$ cat config.mk
export PLATFORM = sky130hd
export DESIGN_NAME = float_normalize
export DESIGN_NICKNAME = d
export VERILOG_FILES = /design/src/rtl/float_normalize.sv
export SDC_FILE = /design/constraint.sdc
export NUM_CORES = 1
export LEC_CHECK = 0
export ABC_AREA = 0
export CAP_MARGIN = 20
export CORE_UTILIZATION = 44
export DETAILED_ROUTE_END_ITERATION = 6
export GPL_ROUTABILITY_DRIVEN = 0
export GPL_TIMING_DRIVEN = 0
export PLACE_DENSITY = 0.88
export SLEW_MARGIN = 40
export SYNTH_ARGS = -nofsm -noshare
export SYNTH_HDL_FRONTEND = slang
export SYNTH_SLANG_ARGS = --single-unit
$ cat constraint.sdc
create_clock -name Clock -period 2.2 [get_ports Clock]
set_input_delay 0.22 -clock Clock [delete_from_list [all_inputs] [get_ports Clock]]
set_output_delay 0.22 -clock Clock [all_outputs]
set_load 0.03 [all_outputs]
$ cat src/rtl/float_normalize.sv
// Normalizes a raw add/multiply mantissa+exponent into hidden-bit form with round/sticky bits and zero/underflow/overflow flags.
// Latency: k+1 cycles for k left shifts (1 cycle for all others); 1 cycle always when FLOAT_NORM_LZC_EN is defined.
// Backpressure: one operand in flight; inReady only in IDLE, result held in DONE until outValid&&outReady.
module float_normalize #(
    parameter int n   = 24,
    parameter int exp = 8
) (
    input  logic           Clock,
    input  logic           Reset_n,
    input  logic [n+2:0]   rawMant,
    input  logic [exp-1:0] rawExp,
    input  logic           inValid,
    output logic           inReady,
    output logic [n-1:0]   normMant,
    output logic [exp-1:0] normExp,
    output logic           R,
    output logic           S,
    output logic           outValid,
    input  logic           outReady,
    output logic           zero,
    output logic           underflow,
    output logic           overflow
);

    typedef enum logic [1:0] {IDLE, SHIFT, DONE} state_t;

    localparam logic [exp-1:0] E_ONE    = exp'(1);
    localparam logic [exp-1:0] E_MAX_M1 = {{(exp-1){1'b1}}, 1'b0};

    state_t         state_q, state_d;
    logic [n+2:0]   w_q, w_d;
    logic [exp-1:0] e_q, e_d;
    logic           zero_q, zero_d;
    logic           unf_q, unf_d;
    logic           ovf_q, ovf_d;

`ifdef FLOAT_NORM_LZC_EN
    int lz;
    int max_sh;
    int sh;
`endif

    always_comb begin
        state_d = state_q;
        w_d     = w_q;
        e_d     = e_q;
        zero_d  = zero_q;
        unf_d   = unf_q;
        ovf_d   = ovf_q;
`ifdef FLOAT_NORM_LZC_EN
        lz      = 0;
        max_sh  = 0;
        sh      = 0;
`endif
        case (state_q)
            IDLE: begin
                if (inValid) begin
                    w_d     = rawMant;
                    e_d     = rawExp;
                    zero_d  = 1'b0;
                    unf_d   = 1'b0;
                    ovf_d   = 1'b0;
                    state_d = SHIFT;
                end
            end
            SHIFT: begin
                state_d = DONE;
                if (&e_q) begin
                    // Inf/NaN: pass through untouched
                end else if (w_q == '0) begin
                    e_d    = '0;
                    zero_d = 1'b1;
                end else if (w_q[n+2] && (e_q == E_MAX_M1)) begin
                    e_d   = '1;
                    w_d   = '0;
                    ovf_d = 1'b1;
                end else if (w_q[n+2]) begin
                    w_d = {1'b0, w_q[n+2:2], w_q[1] | w_q[0]};
                    e_d = e_q + E_ONE;
                end else if (w_q[n+1]) begin
                    // already normalized
                end else if (e_q <= E_ONE) begin
                    unf_d = 1'b1;
                end else begin
`ifdef FLOAT_NORM_LZC_EN
                    // Highest set bit wins; shift is clamped so the exponent stops at 1.
                    for (int i = 0; i <= n + 1; i++) begin
                        if (w_q[i]) lz = n + 1 - i;
                    end
                    max_sh = int'(e_q) - 1;
                    sh     = lz;
                    if (lz > max_sh) begin
                        sh    = max_sh;
                        unf_d = 1'b1;
                    end
                    w_d = w_q << sh;
                    e_d = e_q - exp'(sh);
`else
                    w_d     = {w_q[n+1:0], 1'b0};
                    e_d     = e_q - E_ONE;
                    state_d = SHIFT;
`endif
                end
            end
            DONE: begin
                if (outReady) state_d = IDLE;
            end
            default: state_d = IDLE;
        endcase
    end

    always_ff @(posedge Clock or negedge Reset_n) begin
        if (!Reset_n) begin
            state_q <= IDLE;
            w_q     <= '0;
            e_q     <= '0;
            zero_q  <= 1'b0;
            unf_q   <= 1'b0;
            ovf_q   <= 1'b0;
        end else begin
            state_q <= state_d;
            w_q     <= w_d;
            e_q     <= e_d;
            zero_q  <= zero_d;
            unf_q   <= unf_d;
            ovf_q   <= ovf_d;
        end
    end

    assign inReady   = (state_q == IDLE);
    assign outValid  = (state_q == DONE);
    assign normMant  = w_q[n+1:2];
    assign R         = w_q[1];
    assign S         = w_q[0];
    assign normExp   = e_q;
    assign zero      = zero_q;
    assign underflow = unf_q;
    assign overflow  = ovf_q;

endmodule

### Yosys cells after proc, flatten, opt, wreduce, memory -nomap -nowiden

Cells that the tools add are included.

| word-level totals | value |
|---|---|
| bits of input ports | 39 |
| word-level logic and storage cells | 80 |
| register bits | 40 |
| output and inout bits | 39 |

| operators by class | value |
|---|---|
| eq/ne operators | 17 |
| bitwise operators | 1 |
| magnitude comparators | 1 |
| add/sub/neg operators | 2 |
| multiplexer cells | 40 |
| reductions and logical operators | 12 |

Operator list:

| cell | number |
|---|---|
| 2-to-1 mux 26 bit | 4 |
| 2-to-1 mux 27 bit | 3 |
| 2-to-1 mux 8 bit | 7 |
| case mux 27 bit (2 select lines) | 1 |
| logical NOT 27 bit | 1 |
| inequality test 2 bit, second input constant | 9 |
| 2-to-1 mux 2 bit | 8 |
| case mux 8 bit (2 select lines) | 1 |
| AND reduction 8 bit | 2 |
| 2-to-1 mux 1 bit | 12 |
| inequality test 5 bit, second input constant | 2 |
| AND reduction 5 bit | 2 |
| adder 8 x 1 -> 8 bit, second input constant | 1 |
| equality test 8 bit, second input constant | 1 |
| <= comparator 8 x 1 -> 1 bit, second input constant | 1 |
| inequality test 4 bit, second input constant | 2 |
| AND reduction 4 bit | 2 |
| subtractor 8 x 1 -> 8 bit, second input constant | 1 |
| case mux 1 bit (2 select lines) | 3 |
| case mux 2 bit (3 select lines) | 1 |
| AND reduction 6 bit | 1 |
| equality test 2 x 1 -> 1 bit, second input constant | 1 |
| equality test 2 bit, second input constant | 1 |
| logical NOT 2 bit | 1 |
| 5 further kinds | 5 |

### Depth between registers and ports, before layout

Gate-level depths: netlist of run 1.

| logic depth | value |
|---|---|
| depth after elaboration | 8 |
| depth in mapped cells | 8 |
| depth with buffers taken out | 7 |

### Least setup slack after synthesis of run 1

No wires, ideal clock.

| path | value |
|---|---|
| path type | flip-flop to flip-flop |
| start | reg e_q[0], in the netlist normExp[0] |
| end | reg w_q[1] |
| slack | -0.371 ns |
| period minus slack after synthesis | 2.571 ns |
| stages on the path, launching flop included | 9 |
| arrival | 2.445 ns |
| setup time | 0.125 ns |
| data required time | 2.075 ns |
| path buffers | 1 |
| cells stage by stage | dfrtp_1 -> inv_1 -> ha_1 -> nor2_1 -> nor4_2 -> o21a_1 -> nor3_2 -> buf_2 -> mux2_4 |

| on the way | value |
|---|---|
| word-level cells in the longest chain between the ends | 6 |
| elaborated cells on any way between the ends | 12 |
| those cells by class | 1 x order compare; 4 x eq/ne; 4 x mux; 3 x reduce/logical |

Ends and longest elaborated chain:

| what | line | source |
|---|---|---|
| start: declaration | 32 | `logic [exp-1:0] e_q, e_d;` |
| start signal: assignment | 116 | `e_q <= '0;` |
| start signal: assignment | 123 | `e_q <= e_d;` |
| parallel branches: the longest is 6 deep, another holds <= comparator 8 x 1 -> 1 bit | n/a |  |
| end signal: assignment | 122 | `w_q <= w_d;` |
| end: declaration | 31 | `logic [n+2:0] w_q, w_d;` |

Parallel ways; which one is timed is not known. The select of a mux whose other input is x is not followed.
A chain may end at the register's enable or synchronous reset.

### Worst setup path after layout of run 1

| path | value |
|---|---|
| start | reg e_q[4], in the netlist normExp[4] |
| end | reg w_q[23] |

The elaborated chain is that of the path after synthesis.

==> results of run 1 <==
layout by cell type, fill, tap and decap left out, types with 3 or more instances in the layout:
cell	count
nor4_1	7
clkdlybuf4s50_1	76
nor2_1	12
clkbuf_2	4
nor3_1	6
o21a_1	3
a22o_1	46
o21ai_0	15
a21oi_1	3
dfrtp_2	6
mux2_4	27
mux2i_1	3
buf_6	9
dfrtp_1	34
clkbuf_1	3
nand2_1	21
buf_4	37
nand4_1	4
nor2_4	3
a2bb2oi_1	4
inv_1	9
clkbuf_8	5
synthesized netlist by cell type, drive strengths merged:
library cell   n
nand4          4
or3            2
buf           33
dfrtp         40
and4           1
nand2         21
a31oi          2
a22o          47
clkbuf         8
a211o          1
nand3          3
a211oi         1
o21a           3
a21oi          3
o32ai          1
xnor2          2
o41a           1
nor4           9
and2           1
o32a           1
nor2          16
or2            1
o22ai          1
o311ai         1
mux2i          3
a2bb2oi        4
nor3           8
and3           1
mux2          28
or4            1
ha             4
nand2b         2
o221a          1
o211ai         2
o31a           1
or2b           1
o21ai         18
a22oi          2
inv            9
cell families after synthesis:
kind of cell	count (synthesis)	share of synthesized area, %
xor gates and xnor gates	2	0.6128
buffers and inverters	50	10.68
DFF	40	35.01
and+or+nand+nor	71	12.56
muxes	31	14.44
adders and majority gates	4	1.751
AOI/OAI and AO/OA	90	24.95
final timing paths:
path                         endpoint  slack [ns]  cells after the start
min                            w_q[4]        0.43                      2
max reg2reg                   w_q[23]       -0.16                      6
min in group Clock         state_q[1]        0.50                      2
min reg2reg                  overflow        0.52                      1
max                           w_q[23]       -0.16                      6
max in group asynchronous  normExp[3]        1.38                      2
timing repair:
item,in CTS,in global routing
hold endpoints to repair,40,0
resized for setup,21,25
pin swaps,7,15
setup endpoints to repair,35,35
buffers inserted,10,6
hold buffers,1,0
cloned,2,0
flip-flops by register name, indices dropped and copies added (netlist names):
signal	flops
overflow	1
zero	1
w_q	27
state_q	2
underflow	1
normExp	8
through the flow:
stage               area [µm²]  worst slack, ns
global route              4144          -0.1764
global placement          3745          -0.3057
CTS                       4021          -0.1250
finish                    4144          -0.1571
floorplan                 2878          -0.1676
detailed placement        3742          -0.3196
power breakdown:
group,internal [mW],switching (mW)
combinational,2.67,2.36
sequential,1.11,0.576
clock,0.342,0.289
total,4.12,3.23
layer usage:
layer | vias up | GRT usage, % | wire length, µm
met3 | 23 | 4.725 | 614
met5 | - | 0 | 0
met1 | 1359 | 32.51 | 3385
li1 | 1266 | - | -
met4 | 0 | 10.69 | 232
met2 | 132 | 39.26 | 3988
final cells by class:
type                    instances  area share, %
clock buffers                   5          1.661
repair buffers                 96          22.80
inverters                       9         0.8152
flip-flops and latches         40          24.34
clock inverters                 3          1.117
plain buffers                  38          6.522
multi-input cells             198          40.43
well taps                      77          2.325
==> results.tsv, run 1 <==
stage	metric	value	unit
power	total_power	7.348	mW
logic_synthesis	avgSynthCellArea	9.927	µm²
detailed_routing	routed_wl	8220	µm
clock_network	cts_root_buf	clkbuf_8	
floorplan	die_w	82.61	µm
grt	grt_max_degree	41	
clock_network	h-tree-depth	2	
power	power_density	1773	nW/µm²
floorplan	placementRows	29	
clock_network	clk-insertion-delay-late	0.30	ns
timing	setup_viol	24	
logic_synthesis	ys_seq_area_share	35.01	%
logic_synthesis	yosysWarnings	0	
setup_path	worst-setup-path-type	flop to flop	
clock_network	clk_path_buf_depth	2	
clock_network	cts_sinks	40	
layout	regArea	1008	µm²
logic_synthesis	synthCells	288	
setup_path	path_delay_family	compound AO/OA/AOI/OAI gates	
grt	grt_pass1_vias	2571	
timing	fin_worst_skew	0.006323	ns
logic_synthesis	synth_top_area_share	35.01	%
layout	syn2layout_area_growth	44.95	%
floorplan	die_h	82.61	µm
timing	hold_slack	0.4258	ns
layout	multi_input_area	1675	µm²
hold_path	hold_path.class	input pin to asynchronous set/reset pin	
setup_path	crit_required	2.40	ns
floorplan	start_util	45.28	%
detailed_routing	vias	2780	
timing	rsz0062_at_grt	yes	
layout	fillers	473	
detailed_routing	wl_per_cell	17.64	µm
grt	antenna_found_initial	0	
setup_path	r2r_start	normExp[4]	
layout	final_cells	466	
setup_path	critPathMaxFanout	6	
layout	drive_gt1_share	30.08	%
setup_path	slowest_delay	0.58	ns
logic_synthesis	syn_nets	331	
timing	timing.final.hold_violations	0	
layout	final_util	65.64	%
outcome	violations	setup timing	
clock_network	cts.clk_slew.worst_paths	0.09	ns
placed_design	dp_cells	442	
timing	max_slew.worst_pin.slew	0.5517	ns
grt	grt_pass1_wl	12590	µm
layout	nets	431	
grt	overflow	0	
setup_path	end_kind	flop	
detailed_routing	first_iter_violations	273	
timing	final.setup.worst_slack	-0.1571	ns
floorplan	num_io_pins	78	
setup_path	crit_arrival	2.56	ns
logic_synthesis	ys_seq_elements	40	
detailed_routing	drc_errors	0	
floorplan	coreArea	6314	µm²
timing	period_minus_slack	2.357	ns
job	cap_violations	0	
outcome	outcome	finished with violations	
timing	max_slew_margin	63.22	%
clock_network	cts_tree	yes	
power	p_leak	1.833	nW
floorplan	die-area	6824	µm²
clock_network	cts_buffers	5	
detailed_routing	firstDrtPassIters	4	
logic_synthesis	synth_top_cell_by_area	dfrtp_1	
timing	setup_tns	-2.643	ns
placed_design	dp_hpwl	5451	µm
setup_path	critPathLaunchType	flop	
grt	grtUsageTotal	24.64	%
setup_path	path_buf_inv	1	
logic_synthesis	synth_cell_type_count	49	
logic_synthesis	mappedNetlistArea	2859	µm²
setup_path	path_cells	or4_4, o41a_4, buf_6, a22o_1, a22o_1, mux2_4	
detailed_routing	ant_nets	0	
layout	num_antenna_cells	0	
timing	drv_slew	0	
setup_path	cp_common_cell	a22o_1	
timing	clock.fmax	0.4242	GHz
placed_design	port_buffers	77	
setup_path	worstSetupStartpoint	normExp[4]	
power	peakVddDrop	1213	µV
logic_synthesis	ys_top_cells_by_area	dfrtp_1 35%, a22o_1 14%, mux2_4 9.5%, buf_4 6.3%, mux2_2 3.9%	
timing	period_share	107.1	%
setup_path	slowest_stage	or4_4	
detailed_routing	via_per_inst	5.966	
No activity file was read; power rests on OpenSTA's default activity.
==> run 2, diff against run 1 <==
PLACE_DENSITY = 0.77   (was 0.88)
==> results.tsv, run 2 (synthesized netlist as in run 1, its figures left out) <==
stage	metric	value	unit	change
outcome	outcome	finished with violations		unchanged
outcome	violations	setup timing		unchanged
layout	largest_register_ffs	27		unchanged
floorplan	die_h	82.61	µm	unchanged
setup_path	path_cells	or4_4, o41a_4, buf_4, a22o_1, a22o_1, mux2_4		was or4_4, o41a_4, buf_6, a22o_1, a22o_1, mux2_4
setup_path	rr_endpoint	w_q[19]		was w_q[23]
detailed_routing	via_per_inst	5.782		was 5.966
detailed_routing	ant_nets	0		unchanged
floorplan	die_w	82.61	µm	unchanged
timing	fin_worst_skew	0.008994	ns	was 0.006323 ns
setup_path	critPathLaunchType	flop		unchanged
clock_network	clk_path_buf_depth	2		unchanged
timing	timing.final.hold_violations	0		unchanged
timing	max_slew.worst_pin.slew	0.5238	ns	was 0.5517 ns
setup_path	slowest_delay	0.58	ns	about the same
layout	syn2layout_area_growth	46.13	%	was 44.95%
timing	period_share	105.9	%	was 107.1%
layout	nets	433		was 431
setup_path	end_kind	flop		unchanged
setup_path	reg2reg_depth	6		unchanged
clock_network	h-tree-depth	2		unchanged
detailed_routing	wl_met2	4015	µm	was 3988 µm
layout	mostFrequentLayoutCell	clkdlybuf4s50_1		unchanged
placed_design	place_area	3742	µm²	unchanged
timing	setup_viol	23		was 24
power	power_density	1761	nW/µm²	was 1773 nW/µm²
clock_network	cts.clk_slew.worst_paths	0.09	ns	about the same
clock_network	clk-insertion-delay-late	0.30	ns	about the same
clock_network	cts_sinks	40		unchanged
setup_path	worst-setup-path-type	flop to flop		unchanged
timing	period_minus_slack	2.330	ns	was 2.357 ns
floorplan	coreArea	6314	µm²	unchanged
power	peakVddDrop	1016	µV	was 1213 µV
grt	antenna_found_initial	0		unchanged
timing	final.setup.worst_slack	-0.1299	ns	was -0.1571 ns
layout	drive_gt1_share	31.03	%	was 30.08%
layout	final_util	66.17	%	was 65.64%
detailed_routing	routed_wl	8030	µm	was 8220 µm
clock_network	cts_tree	yes		unchanged
grt	grtUsageTotal	23.65	%	was 24.64%
placed_design	dp_hpwl	5460	µm	was 5451 µm
setup_path	cp_common_cell	a22o_1		unchanged
clock_network	cts_buffers	5		unchanged
floorplan	start_util	45.28	%	unchanged
clock_network	cts_root_buf	clkbuf_8		unchanged
setup_path	critPathMaxFanout	5		was 6
detailed_routing	firstDrtPassIters	4		unchanged
detailed_routing	wl_per_cell	17.19	µm	was 17.64 µm
grt	grt_pass1_wl	12250	µm	was 12590 µm
setup_path	slowest_stage	or4_4		unchanged
setup_path	crit_required	2.40	ns	about the same
detailed_routing	dr.max_layer_used	met4		unchanged
detailed_routing	met1_length	3565	µm	was 3385 µm
floorplan	die-area	6824	µm²	unchanged
timing	clock.fmax	0.4292	GHz	was 0.4242 GHz
detailed_routing	vias	2700		was 2780
layout	final_cell_mix	76 x clkdlybuf4s50_1, 46 x a22o_1, 43 x buf_4, 33 x dfrtp_1, 23 x mux2_4		was 76 x clkdlybuf4s50_1, 46 x a22o_1, 37 x buf_4, 34 x dfrtp_1, 27 x mux2_4
setup_path	crit_arrival	2.53	ns	was 2.56 ns
grt	overflow	0		unchanged
setup_path	rrSetupSlack	-0.13	ns	was -0.16 ns
grt	grt_max_degree	41		unchanged
grt	grt_pass1_vias	2553		was 2571
timing	drv_slew	0		unchanged
layout	num_antenna_cells	0		unchanged
timing	max_slew_margin	65.08	%	was 63.22%
job	cap_violations	0		unchanged
layout	design_area	4178	µm²	was 4144 µm²
power	p_leak	1.841	nW	was 1.833 nW
layout	top_register	w_q		unchanged
detailed_routing	first_iter_violations	228		was 273
floorplan	num_io_pins	78		unchanged
detailed_routing	drc_errors	0		unchanged
setup_path	r2r_start	normExp[4]		unchanged
placed_design	port_buffers	77		unchanged
hold_path	hold_path.class	input pin to asynchronous set/reset pin		unchanged
floorplan	placementRows	29		unchanged
detailed_routing	dr_wl_met3	388	µm	was 614 µm
timing	rsz0062_at_grt	yes		unchanged
## run 2: changes by cell type in the layout (fill, tap and decap cells not counted), moves of 4 or more
cell | previous run | this run
buf_4 | 37 | 43
buf_6 | 9 | 5
mux2_4 | 27 | 23
mux2_2 | 1 | 5
## run 2: power by group
part           total, mW  internal [mW]  switching, mW
clock network      0.728          0.447          0.281
logic               4.92           2.63           2.30
registers           1.71           1.11          0.598
## run 2: critical path, delay by kind of cell (launching register included)
kind | cells | cell delay, ns
buffers and inverters | 1 | 0.18
multiplexers | 1 | 0.25
AO/OA/AOI/OAI | 3 | 0.82
flip-flops | 1 | 0.41
AND/OR/NAND/NOR | 1 | 0.58
## run 2: what timing repair did
item / 4_1_cts / 5_1_grt
endpoints found under the hold margin: 40 / 0
endpoints found under the setup margin: 36 / 35
resized for setup: 20 / 26
cloned: 1 / 1
hold buffers: 1 / 0
setup buffers: 9 / 9
pin swaps: 4 / 6
## run 2: final cells by class
class                   instances  area [µm²]
fillers                       503        2136
well taps                      77       96.34
inverters                       9       33.78
multi-input cells             198        1692
clock inverters                 2       60.06
repair buffers                 98       944.7
plain buffers                  38       272.8
flip-flops and latches         40        1010
clock buffers                   5       68.82
## run 2: worst max-delay path by stage
stage,depth (start not counted),slack [ns],to,start
finish,6,-0.13,w_q[19],normExp[4]
global placement,6,-0.38,w_q[20],w_q[2]
floorplan,7,-0.17,w_q[2],normExp[3]
CTS,6,-0.10,w_q[5],normExp[4]
detailed placement,6,-0.43,w_q[21],w_q[2]
global route,8,-0.18,w_q[19],normExp[0]
## run 2: routing by layer
metal / vias up / GRT usage, %
met2: 94 / 40.41
li1: 1275 / -
met1: 1324 / 31.75
met4: 0 / 5.000
met5: - / 0
met3: 7 / 3.297
## run 2: metrics by stage
step	TNS [ns]	std cells	hold WS, ns	total power, mW	worst slack (ns)
after floorplan	-4.016	288	-0.07559	4.790	-0.1676
after global placement	-13.94	442	0.4918	5.983	-0.3799
after detailed placement	-11.71	442	0.2371	6.078	-0.4297
after CTS	-2.137	458	0.4615	7.057	-0.1017
after global routing	-3.294	467	0.4970	7.803	-0.1780
final	-2.182	467	0.4293	7.357	-0.1299
